File: config.mk
export PLATFORM = sky130hd
export DESIGN_NAME = hs_fifo
export DESIGN_NICKNAME = d
export VERILOG_FILES = /design/src/rtl/hs_pkg.sv /design/src/rtl/hs_fifo_register.sv /design/src/rtl/hs_fifo.sv
export SDC_FILE = /design/constraint.sdc
export NUM_CORES = 1
export LEC_CHECK = 0
export BUFFER_PORTS_ARGS = -buffer_cell sky130_fd_sc_hd__buf_2
export CAP_MARGIN = 20
export CORE_ASPECT_RATIO = 1.1
export CORE_UTILIZATION = 53
export DETAILED_ROUTE_END_ITERATION = 7
export GPL_TIMING_DRIVEN = 0
export PLACE_DENSITY = 0.74
export SYNTH_ARGS = -nofsm -noshare
export SYNTH_HDL_FRONTEND = slang
export SYNTH_SLANG_ARGS = --single-unit
File: constraint.sdc
create_clock -name clock -period 3.3 [get_ports clock]
set_input_delay 0.165 -clock clock [delete_from_list [all_inputs] [get_ports clock]]
set_output_delay 0.165 -clock clock [all_outputs]
set_load 0.05 [all_outputs]
File: src/rtl/hs_pkg.sv
// Width helpers shared by the hs_fifo block: log2-ceiling plus the
// occupancy-count and ring-pointer width derivations.
package hs_pkg;

   function automatic int unsigned clog2_f(input int unsigned value);
      int unsigned result;
      int unsigned span;
      result = 0;
      span   = 1;
      while (span < value) begin
         span   = span << 1;
         result = result + 1;
      end
      return result;
   endfunction

   // Count must represent 0..depth inclusive.
   function automatic int unsigned occ_width_f(input int unsigned depth);
      return clog2_f(depth + 1);
   endfunction

   function automatic int unsigned ptr_width_f(input int unsigned depth);
      return (clog2_f(depth) < 1) ? 1 : clog2_f(depth);
   endfunction

endpackage

File: src/rtl/hs_fifo_register.sv
// Generic enabled register with synchronous active-high clear; every
// state element of hs_fifo except the ring memory is one of these.
module hs_fifo_register #(
   parameter int unsigned     WIDTH       = 1,
   parameter logic [WIDTH-1:0] RESET_VALUE = '0
) (
   input  logic             clock,
   input  logic             clear,
   input  logic             clock_enable,
   input  logic [WIDTH-1:0] data_d,
   output logic [WIDTH-1:0] data_q
);

   always_ff @(posedge clock) begin
      if (clear) begin
         data_q <= RESET_VALUE;
      end else if (clock_enable) begin
         data_q <= data_d;
      end
   end

endmodule

File: src/rtl/hs_fifo.sv
// Valid/ready FIFO: DEPTH-1 word ring plus a registered output stage.
// Define HS_FIFO_OCCUPANCY_EN to expose the held-word count on occupancy.
module hs_fifo
   import hs_pkg::*;
#(
   parameter int unsigned WORD_WIDTH = 10,
   parameter int unsigned DEPTH      = 4
) (
   input  logic                  clock,
   input  logic                  clear,
   input  logic                  input_valid,
   output logic                  input_ready,
   input  logic [WORD_WIDTH-1:0] input_data,
   output logic                  output_valid,
   input  logic                  output_ready,
   output logic [WORD_WIDTH-1:0] output_data
`ifdef HS_FIFO_OCCUPANCY_EN
   ,
   output logic [occ_width_f(DEPTH)-1:0] occupancy
`endif
);

   localparam int unsigned    CW         = occ_width_f(DEPTH);
   localparam int unsigned    PW         = ptr_width_f(DEPTH);
   localparam int unsigned    RING_DEPTH = DEPTH - 1;
   localparam logic [PW-1:0]  PTR_LAST   = PW'(RING_DEPTH - 1);
   localparam logic [CW-1:0]  COUNT_FULL = CW'(DEPTH);

   logic [CW-1:0]         count_q, count_d;
   logic [PW-1:0]         wr_ptr_q, wr_ptr_d;
   logic [PW-1:0]         rd_ptr_q, rd_ptr_d;
   logic                  in_ready_q, in_ready_d;
   logic                  out_valid_q, out_valid_d;
   logic [WORD_WIDTH-1:0] out_data_q, out_data_d;
   logic [WORD_WIDTH-1:0] ring_q [RING_DEPTH];

   logic insert;
   logic remove;
   logic ring_empty;
   logic out_free;
   logic ring_we;
   logic ring_pop;
   logic out_data_en;

   // Handshakes, ring/output-stage routing and next-state values.
   always_comb begin
      insert      = input_valid & in_ready_q;
      remove      = out_valid_q & output_ready;
      ring_empty  = (count_q == CW'(out_valid_q));
      out_free    = ~out_valid_q | remove;
      ring_we     = 1'b0;
      ring_pop    = 1'b0;
      out_data_en = 1'b0;
      out_data_d  = out_data_q;

      if (out_free && !ring_empty) begin
         // Refill the output stage from the ring; a concurrent insert queues behind.
         ring_pop    = 1'b1;
         out_data_en = 1'b1;
         out_data_d  = ring_q[rd_ptr_q];
         ring_we     = insert;
      end else if (out_free && insert) begin
         out_data_en = 1'b1;
         out_data_d  = input_data;
      end else begin
         ring_we = insert;
      end

      count_d     = count_q + CW'(insert) - CW'(remove);
      wr_ptr_d    = (wr_ptr_q == PTR_LAST) ? '0 : wr_ptr_q + PW'(1);
      rd_ptr_d    = (rd_ptr_q == PTR_LAST) ? '0 : rd_ptr_q + PW'(1);
      in_ready_d  = (count_d < COUNT_FULL);
      out_valid_d = (count_d != '0);
   end

   // Ring storage holds no reset; the pointers define what is live.
   always_ff @(posedge clock) begin
      if (ring_we && !clear) begin
         ring_q[wr_ptr_q] <= input_data;
      end
   end

   hs_fifo_register #(.WIDTH(CW), .RESET_VALUE('0)) u_count (
      .clock        (clock),
      .clear        (clear),
      .clock_enable (insert | remove),
      .data_d       (count_d),
      .data_q       (count_q)
   );

   hs_fifo_register #(.WIDTH(PW), .RESET_VALUE('0)) u_wr_ptr (
      .clock        (clock),
      .clear        (clear),
      .clock_enable (ring_we),
      .data_d       (wr_ptr_d),
      .data_q       (wr_ptr_q)
   );

   hs_fifo_register #(.WIDTH(PW), .RESET_VALUE('0)) u_rd_ptr (
      .clock        (clock),
      .clear        (clear),
      .clock_enable (ring_pop),
      .data_d       (rd_ptr_d),
      .data_q       (rd_ptr_q)
   );

   hs_fifo_register #(.WIDTH(1), .RESET_VALUE(1'b1)) u_in_ready (
      .clock        (clock),
      .clear        (clear),
      .clock_enable (1'b1),
      .data_d       (in_ready_d),
      .data_q       (in_ready_q)
   );

   hs_fifo_register #(.WIDTH(1), .RESET_VALUE(1'b0)) u_out_valid (
      .clock        (clock),
      .clear        (clear),
      .clock_enable (1'b1),
      .data_d       (out_valid_d),
      .data_q       (out_valid_q)
   );

   hs_fifo_register #(.WIDTH(WORD_WIDTH), .RESET_VALUE('0)) u_out_data (
      .clock        (clock),
      .clear        (clear),
      .clock_enable (out_data_en),
      .data_d       (out_data_d),
      .data_q       (out_data_q)
   );

   assign input_ready  = in_ready_q;
   assign output_valid = out_valid_q;
   assign output_data  = out_data_q;

`ifdef HS_FIFO_OCCUPANCY_EN
   assign occupancy = count_q;
`endif

endmodule

; ---- Word-level counts from Yosys, hierarchy flattened
; Memory sizes are Yosys's and may differ from the RTL's. A register that Yosys moved wholly into a read port is not among the register bits.
; Cells that the tools add are included.
[op_classes]
n_mux = 13
magnitude_cmp = 1
shift = 0
eq_ne = 3
reduce_logical = 8
n_mul = 0
n_bitwise = 5
div = 0
add_sub_neg = 4
[op_table]
columns = cell, count
row1 = two-way mux 10 bit, 2
row2 = two-way mux 2 bit, 4
row3 = two-way mux 1 bit, 7
row4 = "adder 2 x 1 -> 2 bit, second input constant", 2
row5 = "== test 2 bit, second input constant", 2
row6 = adder 3 x 1 -> 3 bit, 1
row7 = == test 3 x 1 -> 1 bit, 1
row8 = logical AND 1 bit, 3
row9 = "< comparator 3 bit, second input constant", 1
row10 = nonzero test 3 bit, 1
row11 = subtractor 3 x 1 -> 3 bit, 1
row12 = bitwise AND 1 bit, 2
row13 = zero test 1 bit, 2
row14 = OR 1 bit, 2
row15 = AND reduction 2 bit, 1
row16 = nonzero test 2 bit, 1
row17 = inverter 1 bit, 1
[word_totals]
mem_bits_rw = 30
out_inout_bits = 12
reg_bits = 19
memories = 1
rom_bits = 0
latchBits = 0
elab_cells = 41
[memory_table]
columns = name, words, width, read_ports, rd_clocked_by_memory_dff, write_ports, line_no
row1 = ring_q, 3, 10, 1, 1, 1, hs_fifo.sv:35  ; logic [WORD_WIDTH-1:0] ring_q [RING_DEPTH];

; ---- Longest topological paths before layout
; Gate-level depths: netlist of run 1.
[depth]
word_depth = 8
depth_mapped = 11

; ---- Cells and area by module
; Synthesis of run 1 repeated with hierarchy kept, for this count alone.
[unflattened]
hier_cells = 186
area_unflattened_um2 = 2205.9
[modules_own_cells]
columns = module, cells_per_inst, seq_area_each_um2, instances, area_per_inst_um2
row1 = hs_fifo, 127, 900.9, 1, 1547.7
row2 = hs_fifo_register (u_out_data), 32, 200.2, 1, 352.8
row3 = hs_fifo_register (u_rd_ptr ...), 6, 40.0, 2, 67.6
row4 = hs_fifo_register (u_count), 9, 60.1, 1, 101.3
row5 = hs_fifo_register (u_in_ready), 3, 20.0, 1, 35.0
row6 = hs_fifo_register (u_out_valid), 3, 20.0, 1, 33.8

; ---- Least setup slack after synthesis of run 1
; Ideal clock, no wire load.
[synth_timing]
path_type = register to register
from = register u_in_ready.data_q
to = memory ring_q[2][0] (enable)
setup_ns = 0.407
arrival_ns = 2.364
n_path_buf = 0
setup_slack_ns = 0.529
path_stages_with_launch = 4
required_ns = 2.893
cell_sequence = dfxtp_1 > nand2_1 > a31o_2 > nor4b_1
[synth_via]
elab_chain_cells = 7
[synth_rtl]
columns = element, line_no
row1 = from (decl), hs_fifo_register.sv:11  ; output logic [WIDTH-1:0] data_q
row2 = from (signal assigned), hs_fifo_register.sv:18  ; data_q <= data_d;
row3 = bitwise AND 1 bit (*), hs_fifo.sv:47  ; insert = input_valid & in_ready_q;
row4 = logical AND 1 bit, hs_fifo.sv:62  ; end else if (out_free && insert) begin
row5 = two-way mux 1 bit, hs_fifo.sv:62
row6 = two-way mux 1 bit (*), hs_fifo.sv:56  ; if (out_free && !ring_empty) begin
row7 = logical AND 1 bit (*), hs_fifo.sv:78  ; if (ring_we && !clear) begin
row8 = two-way mux 1 bit (*), hs_fifo.sv:78
row9 = two-way mux 1 bit (implied by the code) (*), hs_fifo.sv:79  ; ring_q[wr_ptr_q] <= input_data;
row10 = to (decl), hs_fifo.sv:35
; Mark *: on every way between the ends. The rest lies on a longest branch, timed or not.

; ---- Final worst setup path of run 1
[layout_timing]
from = register u_out_valid.data_q
to = register u_out_valid.data_q
[layout_via]
elab_chain_cells = 3
[layout_rtl]
columns = element, line_no
row1 = from (decl), hs_fifo_register.sv:11
row2 = from (signal assigned), hs_fifo_register.sv:18
row3 = bitwise AND 1 bit, hs_fifo.sv:48  ; remove = out_valid_q & output_ready;
row4 = subtractor 3 x 1 -> 3 bit, hs_fifo.sv:69  ; count_d = count_q + CW'(insert) - CW'(remove);
row5 = nonzero test 3 bit, hs_fifo.sv:73  ; out_valid_d = (count_d != '0);
; No other way between the ends.
; A chain may end at the register's enable or synchronous reset.

==> results of run 1 <==
==> state kept, by name (all words and copies together), names as in the netlist, named ones only <==
name,flops
u_out_data.data_q,10
u_out_valid.data_q,1
u_wr_ptr.data_q,2
u_count.data_q,3
ring_q,30
u_in_ready.data_q,1
u_rd_ptr.data_q,2
==> kinds of logic after synthesis <==
family	Yosys count	synth area share (%)
simple gates	50	11.7
fa+ha+maj	3	2.14
mux	10	4.76
buf+inv	14	3.04
xor+xnor	4	2.03
flops	51	62.9
compound gates	43	13.5
==> worst min path at each step <==
stage                  start                endpoint  slack (ns)  cells after the start
6_report       input_data[0]  ring_q[2][0]$_DFFE_PP_        0.08                      1
2_1_floorplan  input_data[0]  ring_q[0][0]$_DFFE_PP_        0.26                      0
3_3_place_gp   input_data[0]  ring_q[0][0]$_DFFE_PP_        0.38                      1
5_1_grt        input_data[7]  ring_q[2][7]$_DFFE_PP_        0.07                      1
4_1_cts        input_data[0]  ring_q[2][0]$_DFFE_PP_        0.07                      1
3_5_place_dp   input_data[0]  ring_q[2][0]$_DFFE_PP_        0.39                      1
==> power groups by stage <==
stage	clock [uW]	combinational [uW]	sequential, uW
floorplan	0	597	1090
global placement	0	987	894
detailed placement	0	1030	909
global route	444	1130	911
CTS	419	1040	896
finish	411	1030	896
==> per-layer routing <==
| metal | vias up | GRT usage, % | share of wire (%) |
|---|---|---|---|
| met1 | 676 | 28.2 | 44 |
| li1 | 691 | - | - |
| met4 | 0 | 11.4 | 1.7 |
| met3 | 9 | 5.48 | 4.1 |
| met5 | - | 0 | 0 |
| met2 | 33 | 35.5 | 50 |
==> stage by stage <==
step                hold slack [ns]  setup WS [ns]  TNS [ns]
floorplan                     0.264          0.529         0
global placement              0.378        -0.0836    -0.831
detailed placement            0.386           1.07         0
CTS                          0.0707           1.01         0
global route                 0.0726          0.862         0
finish                       0.0775          0.980         0
==> cell type report <==
type / instances / area share (%)
buffer: 7 / 1.56
clock buffer: 6 / 3.01
clock inverter: 1 / 1.24
inverter: 7 / 1.09
multi-input combinational: 110 / 30.3
sequential: 51 / 54.7
tap: 50 / 2.59
timing repair buffer: 26 / 5.50
==> cell usage in the layout, fill, tap and decap left out, types with 5 or more instances in the layout <==
cell and n:
a31oi_1 10, buf_2 28, clkbuf_8 5, dfxtp_1 21, edfxtp_1 30, inv_1 7
mux2i_1 10, nand2_1 35, o21ai_0 12, o21ai_1 7
==> worst max-delay path: cells and delay by family (launching register included) <==
kind	cells	cell delay, ns
AOI/OAI and AO/OA	1	0.13
xor gates and xnor gates	2	0.47
adders and majority gates	3	0.74
buffers and inverters	3	0.19
DFF	1	0.49
and+or+nand+nor	1	0.17
==> flow_summary.json, run 1 <==
{
  "port_buffers": 25,
  "pwr-share-seq_pct": 38.4,
  "timing.final.crit_share_pct": 70.3,
  "netlist_area_um2": 2100,
  "ir_worst_vdd_mv": 0.432,
  "clkTransAtPathRegs_ns": 0.08,
  "hold_violations": 0,
  "start_util_pct": 56.6,
  "multi_input_area_um2": 731,
  "critPathSlowestCell": "dfxtp_1",
  "drive_gt1_share_pct": 23.6,
  "p_per_area_nw_per_um2": 968,
  "routed_wl_mm": 4.14,
  "synthTopCellsByArea": "edfxtp_1 (43%), dfxtp_1 (20%), nand2_1 (6.3%)",
  "critical_path.max_fanout": 6,
  "grt_pass1_vias": 1367,
  "io_pins": 26,
  "cts_sinks": 51,
  "ff2ff_path_depth": 10,
  "synthMostInstantiatedCell": "nand2_1",
  "rrSetupSlack_ns": 0.98,
  "synth_top_area_cell": "edfxtp_1",
  "reg2reg_to": "u_out_valid.data_q$_SDFF_PP0_",
  "numCtsBuffers": 5,
  "synth_seq_area_share_pct": 62.9,
  "synth_fp_nets": 192,
  "antenna_cells": 0,
  "dieHeight_um": 68.0,
  "dp.cells": 251,
  "total_power_uw": 2340,
  "final_area_um2": 2410,
  "critical_path_class": "register to register",
  "synth_edf_count": 30,
  "vias_per_cell": 5.46,
  "die_w_um": 62.0,
  "nets": 225,
  "vias": 1409,
  "core_um2": 3710,
  "async_reset_ff_share_pct": 0,
  "path_cells": "nand2_1 > inv_1 > ha_1 > inv_1 > ha_1 > inv_1 > fa_1 > xnor2_1 > xor2_1 > a31oi_1",
  "final-seq-area_um2": 1320,
  "synth_flop_cell": "edfxtp_1",
  "antenna_found_initial": 0,
  "cp-end-kind": "register",
  "postSynthAreaPerCell_um2": 12.0,
  "intPower_uw": 1370,
  "outcome": "finished clean",
  "layout_min_cycle_time_ns": 2.32,
  "worst_pin_slew_ns": 0.850,
  "netSwitchingFraction_pct": 41.4,
  "cts_repair_resize_count": 0,
  "relSlewSlack_pct": 42.9,
  "dp_hpwl_mm": 2.74,
  "finalNonFillerCells": 258,
  "pwr-share-comb_pct": 44.1,
  "max_freq_mhz": 431,
  "placed_area_um2": 2310,
  "cts_tree": "done",
  "ctsHoldBuffers": 0,
  "ys_warn_count": 0,
  "die_area_um2": 4220,
  "row_count": 23,
  "crit_path_max_incr_delay_ns": 0.49,
  "fillers": 288,
  "r2r_start": "u_out_valid.data_q$_SDFF_PP0_",
  "p_sw_uw": 968,
  "dr.pass1.iters": 4,
  "first_iter_violations": 54,
  "drv_slew": 0,
  "cts_setup_buffers": 0,
  "finalSetupViolCount": 0,
  "clk_path_buf_depth": 2,
  "synth_common_cells": "nand2_1 (35), edfxtp_1 (30), dfxtp_1 (21), o21ai_0 (12)",
  "grt_max_degree": 15,
  "cts_root_buf": "clkbuf_8",
  "power_leakage_uw": 0.000907,
  "routedWlPerCell_um": 16.0,
  "drc": 0,
  "synth_cell_types": 37,
  "grt_first_pass_wirelength_mm": 6.44,
  "clockPowerShare_pct": 17.6,
  "crit_path_start": "u_out_valid.data_q$_SDFF_PP0_",
  "gr-total-overflow": 0,
  "place.gp.congestion": 0.746,
  "clock_latency_ns": 0.30,
  "grtUsageTotal_pct": 22.4,
  "syn-instance-count": 175,
  "cp_common_cell": "inv_1",
  "timing.clock.skew_ns": 0.00391,
  "critPathLaunchType": "register",
  "syn_to_final_growth_pct": 14.9,
  "final_util_pct": 65.0,
  "required_ns": 3.46,
  "hp-class": "primary input to register",
  "htreeDepth": 2,
  "drv_cap": 0,
  "synth_seq_cells": 51,
  "synth_top_cell_area_share_pct": 42.9,
  "arrival_ns": 2.48,
  "postRouteAntennaNets": 0,
  "rsz0062_at_grt": "false",
  "endpoint": "u_out_valid.data_q$_SDFF_PP0_"
}
No activity file was read; power rests on OpenSTA's default activity.
==> run 2, diff against run 1 <==
Settings changed: ABC_AREA set to 1.
Clock period 3.3 ns to 2.4 ns, I/O delays scaled along.
==> flow_summary.json, run 2 <==
{
  "outcome": "finished clean",
  "synth_top_family_by_area": "simple AND/OR/NAND/NOR gates",
  "synth_top_cell_area_share_pct": 40.6,
  "cts_tree": "done",
  "drv_slew": 0,
  "path_cells": "nor2_1 > nand3_2 > o21ai_1 > nor2_1 > nand2_1 > nor2_1",
  "dp.cells": 323,
  "hp-start": "clear",
  "drc": 0,
  "synth_top_area_cell": "edfxtp_1",
  "finalNonFillerCells": 331,
  "drive_gt1_share_pct": 18.6,
  "rsz0062_at_grt": "false",
  "dr.pass1.iters": 4,
  "synth_cell_types": 22,
  "syn-instance-count": 246,
  "core_um2": 3990,
  "vias_per_cell": 5.12,
  "hold_depth": 2,
  "busiest_layer": "met2",
  "grt.met3_usage_pct": 4.77,
  "gr-total-overflow": 0,
  "rrSetupSlack_ns": 0.27,
  "ys_warn_count": 0,
  "synth-xor-area-share_pct": 0.395,
  "p_per_area_nw_per_um2": 1360,
  "syn_to_final_growth_pct": 13.4,
  "place.gp.congestion": 0.741,
  "final_util_pct": 63.0,
  "vias": 1694,
  "critical_path_class": "register to register",
  "critPathLaunchType": "register",
  "ir_worst_vdd_mv": 0.731,
  "cp_common_cell": "nor2_1",
  "clkTransAtPathRegs_ns": 0.09,
  "worst_pin_slew_ns": 0.999,
  "arrival_ns": 2.06,
  "top_register": "ring_q",
  "synthAdderAreaFrac_pct": 2.03,
  "critical_path.max_fanout": 10,
  "synth_seq_area_share_pct": 59.6,
  "cts_setup_buffers": 0,
  "synth_common_cells": "nand2_1 (68), edfxtp_1 (30), inv_1 (27), nor2_1 (27), nand3_1 (26)",
  "port_buffers": 25,
  "finalSetupViolCount": 0,
  "r2r_start": "u_count.data_q[1]$_SDFFE_PP0P_",
  "first_iter_violations": 127,
  "timing.final.crit_share_pct": 88.9,
  "ctsHoldBuffers": 0,
  "final_cell_mix": "nand2_1 (68), edfxtp_1 (30), inv_1 (27), nor2_1 (27)",
  "ff2ff_path_depth": 6,
  "nets": 295,
  "yosys.area_share.simple_pct": 26.6,
  "postSynthAreaPerCell_um2": 9.01,
  "layout_min_cycle_time_ns": 2.13,
  "fillers": 357,
  "start_util_pct": 55.5,
  "hold_violations": 0,
  "hold_slack_ns": 0.0172,
  "total_power_uw": 3430,
  "clk_path_buf_depth": 2,
  "hold_end": "u_rd_ptr.data_q[1]$_SDFFE_PP0N_",
  "clock_latency_ns": 0.30,
  "routed_wl_mm": 4.50,
  "reg2reg_to": "ring_q[2][8]$_DFFE_PP_",
  "largest_reg_flops": 30,
  "use_met1_pct": 27.1,
  "critPathSlowestCell": "nor2_1",
  "grt_first_pass_wirelength_mm": 7.38,
  "relSlewSlack_pct": 33.2,
  "synthMostInstantiatedCell": "nand2_1",
  "grt_max_degree": 16,
  "cts_root_buf": "clkbuf_8",
  "grtUsageTotal_pct": 22.4,
  "crit_path_max_incr_delay_ns": 0.76,
  "row_count": 24,
  "dp_hpwl_mm": 2.93,
  "cp-end-kind": "register",
  "dieHeight_um": 69.8,
  "tns_ns": 0,
  "synth_seq_cells": 51,
  "largestRegisters": "ring_q x30, u_out_data.data_q x10, u_count.data_q x3",
  "netlist_area_um2": 2220,
  "synth_compound_area_share_pct": 4.06,
  "drv_cap": 0,
  "timing.clock.skew_ns": 0.00431,
  "htreeDepth": 2,
  "synth_flop_cell": "edfxtp_1",
  "required_ns": 2.33,
  "synth_edf_count": 30,
  "final_common_cell": "nand2_1",
  "die_area_um2": 4450,
  "numCtsBuffers": 5,
  "max_freq_mhz": 469,
  "cts_sinks": 51,
  "met2_usage_pct": 38.2,
  "muxShareOfSynthArea_pct": 0,
  "hp-class": "primary input to register",
  "async_reset_ff_share_pct": 0,
  "routedWlPerCell_um": 13.6,
  "postRouteAntennaNets": 0,
  "power_leakage_uw": 0.00113,
  "antenna_cells": 0,
  "grt_pass1_vias": 1573,
  "cts_repair_resize_count": 0,
  "antenna_found_initial": 0,
  "io_pins": 26,
  "die_w_um": 63.7,
  "synthTopCellsByArea": "edfxtp_1 (41%), dfxtp_1 (19%), nand2_1 (12%)",
  "synth_fp_nets": 263
}
## run 2: cell count changes in the layout (fill, tap and decap cells not counted), sizes merged, moves of 8 or more
cell	before	now
a21oi	6	14
a31oi	11	0
inv	7	29
mux2i	10	0
nand2	36	69
nand3	1	27
nor2	4	28
o21ai	19	4
or2	1	11
## run 2: layer usage
| metal | share of wire, % | up-vias | routed length, um |
|---|---|---|---|
| li1 | - | 849 | - |
| met1 | 43 | 791 | 1930 |
| met2 | 50 | 48 | 2250 |
| met3 | 5.7 | 6 | 256 |
| met4 | 1.4 | 0 | 61 |
| met5 | 0 | - | 0 |
## run 2: worst max-delay path: cells and delay by family (launching register included)
family	cells	cell delay, ns
flops	1	0.42
simple gates	5	1.23
compound gates	1	0.10
## run 2: where the power goes
group | internal, uW | leakage [uW] | switching (uW)
clock network | 305 | 0.0000556 | 273
logic | 518 | 0.000633 | 1120
registers | 1120 | 0.000446 | 90.9
total | 1940 | 0.00113 | 1490
## run 2: kinds of logic (layout without fill, tap and decap cells)
| logic type | Yosys count | count (layout) |
|---|---|---|
| and+or+nand+nor | 136 | 136 |
| DFF | 51 | 51 |
| buffers and inverters | 37 | 70 |
| AOI/OAI and AO/OA | 18 | 18 |
| adders and majority gates | 3 | 3 |
| xor gates and xnor gates | 1 | 1 |
## run 2: worst max-delay path by stage
stage / slack [ns] / depth (start not counted) / endpoint / from
floorplan: 0.20 / 9 / u_in_ready.data_q$_SDFF_PP1_ / u_out_valid.data_q$_SDFF_PP0_
global placement: 0.28 / 6 / ring_q[2][8]$_DFFE_PP_ / u_count.data_q[1]$_SDFFE_PP0P_
detailed placement: 0.25 / 6 / ring_q[2][8]$_DFFE_PP_ / u_count.data_q[1]$_SDFFE_PP0P_
CTS: 0.24 / 6 / ring_q[2][8]$_DFFE_PP_ / u_count.data_q[1]$_SDFFE_PP0P_
global route: 0.03 / 6 / ring_q[2][7]$_DFFE_PP_ / u_count.data_q[1]$_SDFFE_PP0P_
finish: 0.27 / 6 / ring_q[2][8]$_DFFE_PP_ / u_count.data_q[1]$_SDFFE_PP0P_
## run 2: area by class of cell
type / instances / area, um2 / share of cell area (%)
Inverter: 30 / 113 / 4.48
Tap cell: 52 / 65.1 / 2.59
Clock inverter: 3 / 38.8 / 1.54
Buffer: 7 / 50.0 / 1.99
Timing Repair Buffer: 25 / 125 / 4.98
Clock buffer: 5 / 68.8 / 2.74
Multi-Input combinational cell: 158 / 733 / 29.2
Sequential cell: 51 / 1320 / 52.5
## run 2: per-stage QoR
step | cell area (um2) | setup WS (ns)
after detailed placement | 2410 | 0.255
after global placement | 2410 | 0.279
after global routing | 2510 | 0.0343
after floorplan | 2220 | 0.196
final | 2510 | 0.267
after CTS | 2510 | 0.240
==> run 3, diff against run 2 <==
Settings changed: CORE_UTILIZATION 53 to 51.
Clock period 2.4 ns to 1.9 ns, I/O delays scaled along.
==> flow_summary.json, run 3 (synthesized netlist as in run 2, its figures left out) <==
{
  "drc": 0,
  "routed_wl_mm": 4.56,
  "clk_path_buf_depth": 2,
  "antenna_cells": 0,
  "dp.cells": 323,
  "required_ns": 2.08,
  "antenna_found_initial": 0,
  "fillers": 344,
  "outcome": "finished clean",
  "die_w_um": 64.9,
  "max_freq_mhz": 560,
  "dpl_worst_slack_ns": -0.0714,
  "vias": 1677,
  "htreeDepth": 2,
  "cts_sinks": 51,
  "postRouteAntennaNets": 0,
  "die_area_um2": 4620,
  "grt_max_degree": 16,
  "largest_reg_flops": 30,
  "critical_path_class": "register to register",
  "ff2ff_path_depth": 9,
  "placed_area_um2": 2410,
  "dr.pass1.iters": 4,
  "crit_path_start": "u_out_valid.data_q$_SDFF_PP0_",
  "hold_slack_ns": 0.00935,
  "gr-total-overflow": 0,
  "critPathSlowestCell": "fa_2",
  "row_count": 24,
  "final-seq-area_um2": 1330,
  "grtUsageTotal_pct": 21.7,
  "final_common_cell": "nand2_1",
  "endpoint": "u_in_ready.data_q$_SDFF_PP1_",
  "nets": 297,
  "tns_ns": 0,
  "clock_latency_ns": 0.30,
  "drv_slew": 0,
  "ir_worst_vdd_mv": 1.01,
  "fin_ws_ns": 0.113,
  "hold_violations": 0,
  "layout_min_cycle_time_ns": 1.79,
  "grt_pass1_vias": 1622,
  "finalSetupViolCount": 0,
  "finalNonFillerCells": 333,
  "reg2reg_to": "u_in_ready.data_q$_SDFF_PP1_",
  "start_util_pct": 54.7,
  "top_register": "ring_q",
  "r2r_start": "u_out_valid.data_q$_SDFF_PP0_",
  "numCtsBuffers": 5,
  "drive_gt1_share_pct": 24.9,
  "grt_first_pass_wirelength_mm": 7.39,
  "drv_cap": 0,
  "multi_input_area_um2": 803,
  "arrival_ns": 1.97,
  "final_area_um2": 2640,
  "dieHeight_um": 71.2,
  "cts_tree": "done",
  "first_iter_violations": 111,
  "path_cells": "nand2_4 > inv_2 > ha_4 > inv_4 > ha_4 > inv_2 > fa_2 > xnor2_4 > or2_4",
  "vias_per_cell": 5.04,
  "place.gp.congestion": 0.742,
  "dp_hpwl_mm": 2.91,
  "crit_path_max_incr_delay_ns": 0.37,
  "critical_path.max_fanout": 4,
  "hp-class": "primary input to register",
  "relSlewSlack_pct": 63.6,
  "syn_to_final_growth_pct": 19.1,
  "port_buffers": 25,
  "io_pins": 26,
  "largestRegisters": "ring_q x30, u_out_data.data_q x10, u_count.data_q x3",
  "rrSetupSlack_ns": 0.11,
  "hp-start": "clear",
  "cts_root_buf": "clkbuf_8",
  "p_per_area_nw_per_um2": 1770,
  "power_leakage_uw": 0.00114,
  "routedWlPerCell_um": 13.7,
  "cp-end-kind": "register",
  "final_cell_mix": "nand2_1 (66), edfxtp_1 (30), nor2_1 (26), buf_2 (26), nand3_1 (26)",
  "timing.final.crit_share_pct": 94.0,
  "clkTransAtPathRegs_ns": 0.08,
  "worst_pin_slew_ns": 0.546,
  "timing.clock.skew_ns": 0.00808,
  "core_um2": 4050,
  "critPathLaunchType": "register"
}
run 3: cell count changes in the layout (fill, tap and decap cells not counted), moves of 2 or more:
cell	previous run	this run
clkinvlp_4	0	3
dfxtp_1	21	18
dfxtp_2	0	2
ha_1	2	0
ha_4	0	2
inv_1	27	22
inv_2	2	4
nand2_1	68	66
run 3: power by group:
group	switching (uW)	leakage, uW	internal, uW	total (uW)
Combinational	1520	0.000628	767	2280
Sequential	122	0.000446	1420	1550
Clock	327	0.0000654	526	853
Total	1960	0.00114	2720	4680
run 3: what timing repair did:
item | in CTS | in global routing
endpoints found under the setup margin | 3 | 23
gates cloned | 0 | 1
pin swaps | 3 | 5
setup buffers | 0 | 1
gates resized for setup | 4 | 16
hold buffers | 0 | 0
run 3: how the worst min path moves through the flow:
stage | depth (start not counted) | slack (ns) | end
3_5_place_dp | 2 | 0.31 | u_rd_ptr.data_q[1]$_SDFFE_PP0N_
5_1_grt | 1 | 0.01 | ring_q[0][0]$_DFFE_PP_
4_1_cts | 2 | 0.0009 | u_rd_ptr.data_q[1]$_SDFFE_PP0N_
3_3_place_gp | 2 | 0.31 | u_rd_ptr.data_q[1]$_SDFFE_PP0N_
6_report | 2 | 0.009 | u_rd_ptr.data_q[1]$_SDFFE_PP0N_
2_1_floorplan | 1 | 0.17 | register
run 3: cell type report:
class,count,share of cell area (%)
timing repair inverter,1,0.284
clock buffer,6,2.75
timing repair buffer,26,5.02
buffer,7,1.89
tap,52,2.46
sequential,51,50.3
multi-input combinational,158,30.4
clock inverter,2,2.27
inverter,30,4.64
run 3: metal layers:
metal | track usage (%) | part of all wire [%]
met5 | 0 | 0
met4 | 8.15 | 1.8
met3 | 3.06 | 4.6
met2 | 39.0 | 52
met1 | 26.0 | 42
run 3: worst max-delay path: cells and delay by family (launching register included):
kind          cells  cell delay [ns]
fa+ha+maj         3             0.72
buf+inv           3             0.12
simple gates      2             0.29
flops             1             0.36
xor+xnor          1             0.17
run 3: through the flow:
stage / total power, uW / utilization, %
6_report: 4680 / 65.2
4_1_cts: 4530 / 63.3
3_3_place_gp: 3590 / 59.6
3_5_place_dp: 3640 / 59.6
2_1_floorplan: 3150 / -
5_1_grt: 5010 / 65.2
